**src/rtl/calc_phase_acc.sv**
```systemverilog
// Per-operator phase accumulator: a 36-entry accumulator memory, cleared by a sweep after reset.
// Two-cycle latency from p0 slot to phase_p2. No backpressure: one slot is accepted per cycle.
module calc_phase_acc #(
  parameter int NUM_BANKS      = 2,
  parameter int NUM_OPS        = 18,
  parameter int ACC_WIDTH      = 19,
  parameter int PHASE_WIDTH    = 10,
  parameter int BANK_NUM_WIDTH = $clog2(NUM_BANKS),
  parameter int OP_NUM_WIDTH   = $clog2(NUM_OPS)
) (
  input  logic                      clk,
  input  logic                      rst_n,
  input  logic                      sample_clk_en,
  input  logic [BANK_NUM_WIDTH-1:0] bank_num,
  input  logic [OP_NUM_WIDTH-1:0]   op_num,
  input  logic [9:0]                fnum,
  input  logic [2:0]                block,
  input  logic [3:0]                mult,
  input  logic                      vib,
  input  logic                      dvb,
  input  logic [2:0]                vib_pos,
  input  logic                      pg_reset,
  output logic [PHASE_WIDTH-1:0]    phase_p2,
  output logic                      init_busy
);

  localparam int NUM_SLOTS = NUM_BANKS * NUM_OPS;
  localparam int IDX_WIDTH = $clog2(NUM_SLOTS);

  typedef enum logic {INIT, RUN} state_e;

  state_e                 state_q, state_d;
  logic [IDX_WIDTH-1:0]   sweep_q, sweep_d;
  logic                   en_p1_q, en_p1_d;
  logic [IDX_WIDTH-1:0]   idx_p1_q, idx_p1_d;
  logic                   pg_reset_p1_q, pg_reset_p1_d;
  logic [ACC_WIDTH-1:0]   acc_p1_q, acc_p1_d;
  logic [ACC_WIDTH-1:0]   inc_p1_q, inc_p1_d;
  logic [PHASE_WIDTH-1:0] phase_q, phase_d;

  logic [ACC_WIDTH-1:0]   acc_mem [NUM_SLOTS];

  logic                   wr_en;
  logic [IDX_WIDTH-1:0]   wr_idx;
  logic [ACC_WIDTH-1:0]   wr_dat;

  logic                   slot_ok;
  logic [IDX_WIDTH-1:0]   idx_p0;
  logic [IDX_WIDTH-1:0]   rd_idx;

  logic [2:0]             vib_rng;
  logic [10:0]            f_vib;
  logic [17:0]            f_shifted;
  logic [16:0]            base;
  logic [4:0]             mt;
  logic [21:0]            prod;

  // Init sweep and run-state control.
  always_comb begin
    state_d = state_q;
    sweep_d = sweep_q;
    if (state_q == INIT) begin
      sweep_d = sweep_q + 1'b1;
      if (sweep_q == IDX_WIDTH'(NUM_SLOTS - 1)) begin
        state_d = RUN;
        sweep_d = '0;
      end
    end
  end

  // Single write port shared by the clear sweep and slot updates.
  always_comb begin
    wr_en  = 1'b0;
    wr_idx = '0;
    wr_dat = '0;
    if (state_q == INIT) begin
      wr_en  = 1'b1;
      wr_idx = sweep_q;
    end else if (en_p1_q) begin
      wr_en  = 1'b1;
      wr_idx = idx_p1_q;
      wr_dat = (pg_reset_p1_q ? '0 : acc_p1_q) + inc_p1_q;
    end
  end

  always_comb begin
    slot_ok = (32'(op_num) < NUM_OPS);
    idx_p0  = IDX_WIDTH'(bank_num) * IDX_WIDTH'(NUM_OPS) + IDX_WIDTH'(op_num);
    rd_idx  = slot_ok ? idx_p0 : '0;
  end

  always_comb begin
    vib_rng = fnum[9:7];
    if (vib_pos[1:0] == 2'd0) begin
      vib_rng = 3'd0;
    end else if (vib_pos[0]) begin
      vib_rng = vib_rng >> 1;
    end
    if (!dvb) begin
      vib_rng = vib_rng >> 1;
    end

    f_vib = {1'b0, fnum};
    if (vib) begin
      f_vib = vib_pos[2] ? ({1'b0, fnum} - 11'(vib_rng)) : ({1'b0, fnum} + 11'(vib_rng));
    end

    f_shifted = 18'(f_vib) << block;
    base      = f_shifted[17:1];

    case (mult)
      4'd0:    mt = 5'd1;
      4'd1:    mt = 5'd2;
      4'd2:    mt = 5'd4;
      4'd3:    mt = 5'd6;
      4'd4:    mt = 5'd8;
      4'd5:    mt = 5'd10;
      4'd6:    mt = 5'd12;
      4'd7:    mt = 5'd14;
      4'd8:    mt = 5'd16;
      4'd9:    mt = 5'd18;
      4'd10:   mt = 5'd20;
      4'd11:   mt = 5'd20;
      4'd12:   mt = 5'd24;
      4'd13:   mt = 5'd24;
      default: mt = 5'd30;
    endcase

    prod = 22'(base) * 22'(mt);
  end

  // A write to the slot being read this cycle is forwarded so back-to-back visits never see stale data.
  always_comb begin
    en_p1_d       = sample_clk_en && slot_ok && (state_q == RUN);
    idx_p1_d      = rd_idx;
    pg_reset_p1_d = pg_reset;
    inc_p1_d      = ACC_WIDTH'(prod >> 1);
    acc_p1_d      = (wr_en && (wr_idx == rd_idx)) ? wr_dat : acc_mem[rd_idx];
    phase_d       = phase_q;
    if (en_p1_q) begin
      phase_d = acc_p1_q[ACC_WIDTH-1 -: PHASE_WIDTH];
    end
  end

  always_ff @(posedge clk or negedge rst_n) begin
    if (!rst_n) begin
      state_q       <= INIT;
      sweep_q       <= '0;
      en_p1_q       <= 1'b0;
      idx_p1_q      <= '0;
      pg_reset_p1_q <= 1'b0;
      acc_p1_q      <= '0;
      inc_p1_q      <= '0;
      phase_q       <= '0;
    end else begin
      state_q       <= state_d;
      sweep_q       <= sweep_d;
      en_p1_q       <= en_p1_d;
      idx_p1_q      <= idx_p1_d;
      pg_reset_p1_q <= pg_reset_p1_d;
      acc_p1_q      <= acc_p1_d;
      inc_p1_q      <= inc_p1_d;
      phase_q       <= phase_d;
    end
  end

  always_ff @(posedge clk) begin
    if (wr_en) begin
      acc_mem[wr_idx] <= wr_dat;
    end
  end

  assign phase_p2  = phase_q;
  assign init_busy = (state_q == INIT);

endmodule

```
**config.mk**
```make
export PLATFORM = sky130hd
export DESIGN_NAME = calc_phase_acc
export DESIGN_NICKNAME = d
export VERILOG_FILES = /design/src/rtl/calc_phase_acc.sv
export SDC_FILE = /design/constraint.sdc
export NUM_CORES = 1
export LEC_CHECK = 0
export CORE_MARGIN = 4
export CORE_UTILIZATION = 55
export DETAILED_ROUTE_END_ITERATION = 10
export GPL_ROUTABILITY_DRIVEN = 0
export PLACE_DENSITY_LB_ADDON = 0.12
export SYNTH_ARGS = -nofsm -noshare
export SYNTH_HDL_FRONTEND = slang
export SYNTH_SLANG_ARGS = --single-unit
```
**constraint.sdc**
```tcl
create_clock -name clk -period 4.61 [get_ports clk]
set_input_delay 0.461 -clock clk [delete_from_list [all_inputs] [get_ports clk]]
set_output_delay 0.461 -clock clk [all_outputs]
set_load 0.02 [all_outputs]
```
-- After elaboration in Yosys (flattened, before gate mapping)
Memories as Yosys holds them, arrays and structs flattened. A register that Yosys moved wholly into a read port is not among the register bits.
Index checks and enable logic that the tools add are counted.
- reductions and logical operators: 4
- shift-type cells: 1
- eq/ne operators: 1
- $add $sub $neg: 5
- $lt $le $gt $ge: 1
- $mul: 2
- bitwise gates (word level): 1
- mux-type cells: 18
- operators by type and width (cell ; count):
    19-bit 2-to-1 mux ; 3
    6-bit 2-to-1 mux ; 4
    11-bit 2-to-1 mux ; 2
    17-bit by 5-bit multiplier with 20-bit output ; 1
    19-bit adder ; 1
    11-bit by 3-bit left shift with 18-bit output ; 1
    10-bit by 3-bit adder with 11-bit output ; 1
    10-bit by 3-bit subtractor with 11-bit output ; 1
    3-bit 2-to-1 mux ; 3
    6-bit by 1-bit adder with 6-bit output (second input constant) ; 1
    6-bit by 5-bit adder with 6-bit output ; 1
    6-bit == test (second input constant) ; 1
    1-bit 2-to-1 mux ; 6
    5-bit less-than comparator (second input constant) ; 1
    1-bit by 4-bit multiplier with 5-bit output (second input constant) ; 1
    1-bit logical AND ; 2
    2-bit zero test ; 1
    1-bit zero test ; 1
    1-bit NOT ; 1
- bits in read-only memories: 80
- output and inout port bits: 11
- bits in registers: 44
- memories: 2
- word-level logic and storage cells: 42
- bits in writable memories: 684
- input bits: 32
- memories (memory ; words ; bits a word ; read ports ; clocked after memory_dff ; wr ports ; line ; source):
    acc_mem ; 36 ; 19 ; 1 ; 1 ; 1 ; 41 ; logic [ACC_WIDTH-1:0] acc_mem [NUM_SLOTS];
    (name not given) ; 16 ; 5 ; 1 ; 0 ; 0 ; 111 ; case (mult)

-- Longest topological paths before layout
- word-level depth: 8
- gate-level depth with buffers: 32
- gate-level depth less buffers: 32

-- Worst setup path before layout
No wires, ideal clock.
- kind: input to register
- start point: in vib_pos[0]
- end point: reg inc_p1_q[18]
- stages: 29
- buffers on the path: 0
- slack: -2562 ps
- required time: 4471 ps
- arrival: 7033 ps
- library setup time: 139 ps
- cell sequence: nand2b_1 o21ai_0 a221o_1 inv_1 ha_1 ha_1 or2_2 ha_1 o2111a_1 or3_4 xor2_1 mux4_2 mux2_2 mux2_2 and2_1 fa_1 fa_1 inv_1 fa_1 inv_1 ha_1 a21o_1 a21oi_1 o32ai_1 a21oi_1 a21o_1 nor3_1 a2111oi_0 xnor2_1
- longest elaborated chain between the ends: 8
- elaborated cells on any way between the ends: 10
- classes of those cells: add/sub: 2; mul: 1; shift: 1; mux: 5; reduce/logical: 1
- ends and longest elaborated chain (what ; line ; source):
    start, declared ; 21 ; input logic [2:0] vib_pos,
    3-bit 2-to-1 mux or 2-bit zero test (tied branches) ; 96, 94 ;
    3-bit 2-to-1 mux (*) ; 94 ; if (vib_pos[1:0] == 2'd0) begin
    3-bit 2-to-1 mux (*) ; 99 ; if (!dvb) begin
    10-bit by 3-bit adder with 11-bit output or 10-bit by 3-bit subtractor with 11-bit output (tied branches) ; 105 ; f_vib = vib_pos[2] ? ({1'b0, fnum} - 11'(vib_rng)) : ({1'b0, fnum} + 11'(vib_rng));
    11-bit 2-to-1 mux (*) ; 105 ;
    11-bit 2-to-1 mux (*) ; 104 ; if (vib) begin
    11-bit by 3-bit left shift with 18-bit output (*) ; 108 ; f_shifted = 18'(f_vib) << block;
    17-bit by 5-bit multiplier with 20-bit output (*) ; 129 ; prod = 22'(base) * 22'(mt);
    net prod[19] ; 56 ; logic [21:0] prod;
    end signal, assigned ; 162 ; inc_p1_q <= inc_p1_d;
    end, declared ; 38 ; logic [ACC_WIDTH-1:0] inc_p1_q, inc_p1_d;
Mark *: on every way through the listed nets, which the timed path passes. The rest lies on a longest branch.
A chain may end at the register's enable or synchronous reset.

-- Worst setup path in the final report
- start point: in vib_pos[0]
- end point: reg inc_p1_q[15]
Same word-level chain as after synthesis.

==> metrics.txt <==
# TYPE chip_impl_metric gauge
chip_impl_info{name="outcome",value="finished with violations"} 1
chip_impl_info{name="failed_checks",value="setup timing"} 1
chip_impl_metric{name="grt.overflow.total",unit=""} 0
chip_impl_metric{name="sequential_cell_area",unit="mm²"} 0.0221
chip_impl_metric{name="port_buffers",unit=""} 42
chip_impl_metric{name="die_height",unit="µm"} 257
chip_impl_metric{name="mappedNetlistArea",unit="mm²"} 0.0341
chip_impl_metric{name="final.setup.tns",unit="ns"} -23.73
chip_impl_info{name="synth.top_cells.by_area",value="edfxtp_1 (60%), nand2_1 (4.8%), dfrtp_1 (4.6%)"} 1
chip_impl_metric{name="crit_path_max_incr_delay",unit="ns"} 0.51
chip_impl_metric{name="detail_route.first_pass.iterations",unit=""} 5
chip_impl_metric{name="finalCoreUtilization",unit="%"} 65.1
chip_impl_metric{name="antenna_found_initial",unit=""} 3
chip_impl_info{name="post-synth-top-area-cell",value="edfxtp_1"} 1
chip_impl_metric{name="wire_length_of_the_first_global_routing_pass",unit="µm"} 141000
chip_impl_info{name="timing.hold.worst.class",value="in2async"} 1
chip_impl_info{name="clock_tree_from_tritoncts",value="yes"} 1
chip_impl_metric{name="fillers",unit=""} 4487
chip_impl_metric{name="worstMarginPinSlew",unit="ns"} 0.985
chip_impl_metric{name="grt_pass1_vias",unit=""} 23100
chip_impl_metric{name="grtUsageMet3",unit="%"} 4.16
chip_impl_metric{name="ctsHtreeMaxLevel",unit=""} 3
chip_impl_metric{name="avgSynthCellArea",unit="µm²"} 12.9
chip_impl_metric{name="drc_violation_count_after_routing",unit=""} 0
chip_impl_metric{name="irDropWorstVdd",unit="mV"} 0.274
chip_impl_metric{name="hold_ws",unit="ns"} 0.00483
chip_impl_metric{name="flow.area_growth_from_synthesis",unit="%"} 17.3
chip_impl_info{name="synth_most_common_cell",value="edfxtp_1"} 1
chip_impl_metric{name="critical_path.n_buffers_inverters",unit=""} 7
chip_impl_metric{name="cts_hold_buf",unit=""} 0
chip_impl_metric{name="clk-insertion-delay-late",unit="ns"} 0.63
chip_impl_metric{name="place_ws",unit="ns"} -3.14
chip_impl_metric{name="static-leakage-power",unit="nW"} 14.7
chip_impl_metric{name="postSynth.asyncResetShare",unit="%"} 8.43
chip_impl_metric{name="power.density",unit="mW/mm²"} 453
chip_impl_metric{name="slew-limit-headroom",unit="%"} 34.3
chip_impl_metric{name="max_freq",unit="GHz"} 0.152
chip_impl_metric{name="vias_per_cell",unit=""} 6.23
chip_impl_metric{name="chipWidth",unit="µm"} 257
chip_impl_metric{name="num_vias",unit=""} 23300
chip_impl_metric{name="hold_viol_final",unit=""} 0
chip_impl_metric{name="slew_viol_final",unit=""} 0
chip_impl_metric{name="layout_setup_ws",unit="ns"} -1.97
chip_impl_metric{name="core_region_area",unit="mm²"} 0.0615
chip_impl_metric{name="die-area",unit="mm²"} 0.0660
chip_impl_metric{name="crit_path_max_fanout",unit=""} 4
chip_impl_info{name="ctsRootBufferMaster",value="clkbuf_16"} 1
chip_impl_info{name="worst_r2r_endpoint",value="acc_mem[8][18]"} 1
chip_impl_metric{name="hpwlAfterDp",unit="µm"} 58000
chip_impl_metric{name="finalClockSkew",unit="ns"} 0.0212
chip_impl_info{name="synth_flop_cell",value="edfxtp_1"} 1
chip_impl_metric{name="post_route_cells_drive_above_1_share",unit="%"} 20.0
chip_impl_metric{name="wl",unit="µm"} 93200
chip_impl_metric{name="antenna_left",unit=""} 0
chip_impl_info{name="worstReg2RegStart",value="pg_reset_p1_q"} 1
chip_impl_metric{name="iteration_0_drc_markers",unit=""} 2445
chip_impl_metric{name="post-synth-top-area-fraction",unit="%"} 60.2
chip_impl_metric{name="num_rows",unit=""} 91
chip_impl_metric{name="synth_cell_type_count",unit=""} 74
chip_impl_metric{name="min_period",unit="ns"} 6.58
chip_impl_info{name="critical_path.startpoint_type",value="input pin"} 1
chip_impl_metric{name="layout_worst_path_cycle_share",unit="%"} 143
chip_impl_metric{name="layout.nets",unit=""} 3022
chip_impl_metric{name="clock_tree.buffer_depth",unit=""} 3
chip_impl_info{name="grt_most_used_layer",value="met2"} 1
chip_impl_metric{name="cts-buffers-inserted",unit=""} 74
chip_impl_metric{name="grt_use_met1",unit="%"} 38.5
chip_impl_metric{name="synth_seq_area_share",unit="%"} 64.9
chip_impl_metric{name="clk_pin_slew",unit="ns"} 0.06
chip_impl_metric{name="design.portCount",unit=""} 43
chip_impl_metric{name="synthesis.nets",unit=""} 2788
chip_impl_metric{name="cp.arrival",unit="ns"} 7.07
chip_impl_info{name="timing.setup.critical_path_class",value="in2reg"} 1
chip_impl_metric{name="final_setup_vio_count",unit=""} 17
chip_impl_metric{name="synth_seq_cells",unit=""} 747
chip_impl_metric{name="pin_count_of_the_biggest_net_entering_global_routing",unit=""} 97
chip_impl_metric{name="area_taken_by_multi_input_logic_gates",unit="mm²"} 0.0116
chip_impl_info{name="cpMostUsedCell",value="buf_6"} 1
chip_impl_metric{name="max_cap_violation_count",unit=""} 0
chip_impl_info{name="synth.cells.most_frequent",value="edfxtp_1 (684), nand2_1 (438), nand3_1 (152)"} 1
chip_impl_metric{name="timing.reg2reg.setup_slack",unit="ns"} 0.85
chip_impl_metric{name="grt.met2_usage",unit="%"} 46.2
chip_impl_metric{name="wl_per_cell",unit="µm"} 25.0
chip_impl_metric{name="cp.depth",unit=""} 32
chip_impl_metric{name="initial_core_util",unit="%"} 55.5
chip_impl_info{name="slowest_stage",value="fa_1"} 1
chip_impl_metric{name="worst-r2r-cell-count",unit=""} 12
chip_impl_metric{name="clock-sinks",unit=""} 747
chip_impl_metric{name="globalRouteTotalUtil",unit="%"} 28.0
chip_impl_info{name="timing.critical_path.max_delay_family",value="adder cells"} 1
chip_impl_metric{name="synth_enable_flop_cells",unit=""} 684
chip_impl_metric{name="cp.required",unit="ns"} 5.11
chip_impl_metric{name="synth_warnings",unit=""} 0
chip_impl_info{name="rsz0062_at_grt",value="yes"} 1
chip_impl_metric{name="syn_inst",unit=""} 2650
chip_impl_info{name="critical_path.endpoint_type",value="flop"} 1
[repair_timing]
action | in CTS | in global routing
setup endpoints to repair | 17 | 17
pin swaps | 33 | 35
buffers inserted | 17 | 3
gates resized for setup | 74 | 33
[sequential cells by signal, indices dropped and copies added (netlist names)]
signal,count
acc_p1_q,19
state_q,1
pg_reset_p1_q,1
phase_p2,10
inc_p1_q,19
acc_mem,684
en_p1_q,1
idx_p1_q,6
sweep_q,6
[metrics by stage]
stage	power, mW	cell area [µm²]	std cells
after floorplan	10.4	34200	2650
after global placement	11.9	37200	3585
after detailed placement	12.0	37200	3585
after CTS	18.0	39800	3733
after global routing	18.8	40000	3733
final	18.1	40000	3734
[final cells by class]
class / instances / area share [%]
multi-input combinational: 1666 / 29.1
clock buffer: 89 / 4.95
sequential: 747 / 55.3
antenna: 1 / 0.00626
clock inverter: 46 / 0.832
inverter: 80 / 0.776
timing repair buffer: 315 / 6.62
tap: 790 / 2.47
[power by group]
part           internal (mW)  total, mW  leakage [nW]  switching [mW]
clock                   3.25       5.79          1.14            2.54
combinational           1.63       4.22          6.57            2.58
sequential              8.03       8.11          7.00          0.0823
total                   12.9       18.1          14.7            5.20
[per-layer routing]
layer | part of all wire (%) | vias to the layer above | routed length [µm]
met5 | 0.0075 | - | 7
met4 | 3.6 | 2 | 3390
met3 | 8.1 | 207 | 7560
met2 | 48 | 1048 | 44800
met1 | 40 | 11600 | 37400
li1 | - | 10400 | -
[cell usage in the layout (no fill, tap or decap), types with 51 or more instances in the layout]
cell type	netlist	layout
a21oi_1	112	102
a311oi_1	53	53
buf_4	4	251
clkbuf_16	0	77
dfrtp_1	63	63
edfxtp_1	684	684
inv_1	71	59
mux2i_1	81	79
nand2_1	438	433
nand3_1	152	152
nor2_1	119	69
o21ai_0	63	53
o221ai_1	51	51
[worst max path at each step]
stage	startpoint	end
floorplan	vib_pos[0]	inc_p1_q[18]
global placement	dvb	inc_p1_q[18]
detailed placement	dvb	inc_p1_q[18]
CTS	vib_pos[0]	inc_p1_q[18]
global route	vib_pos[0]	inc_p1_q[15]
finish	vib_pos[0]	inc_p1_q[15]
[cell families (layout without fill, tap and decap cells)]
| kind of cell | count (synthesis) | count (layout) | share of synthesized area (%) |
|---|---|---|---|
| other cells | 0 | 1 | 0 |
| compound gates | 481 | 481 | 10.0 |
| mux | 127 | 127 | 4.16 |
| flops | 747 | 747 | 64.9 |
| buf+inv | 237 | 530 | 2.92 |
| fa+ha+maj | 106 | 106 | 4.90 |
| xor+xnor | 48 | 48 | 1.23 |
| simple gates | 904 | 904 | 11.9 |
Note: power is estimated with default switching activity, not from simulation.
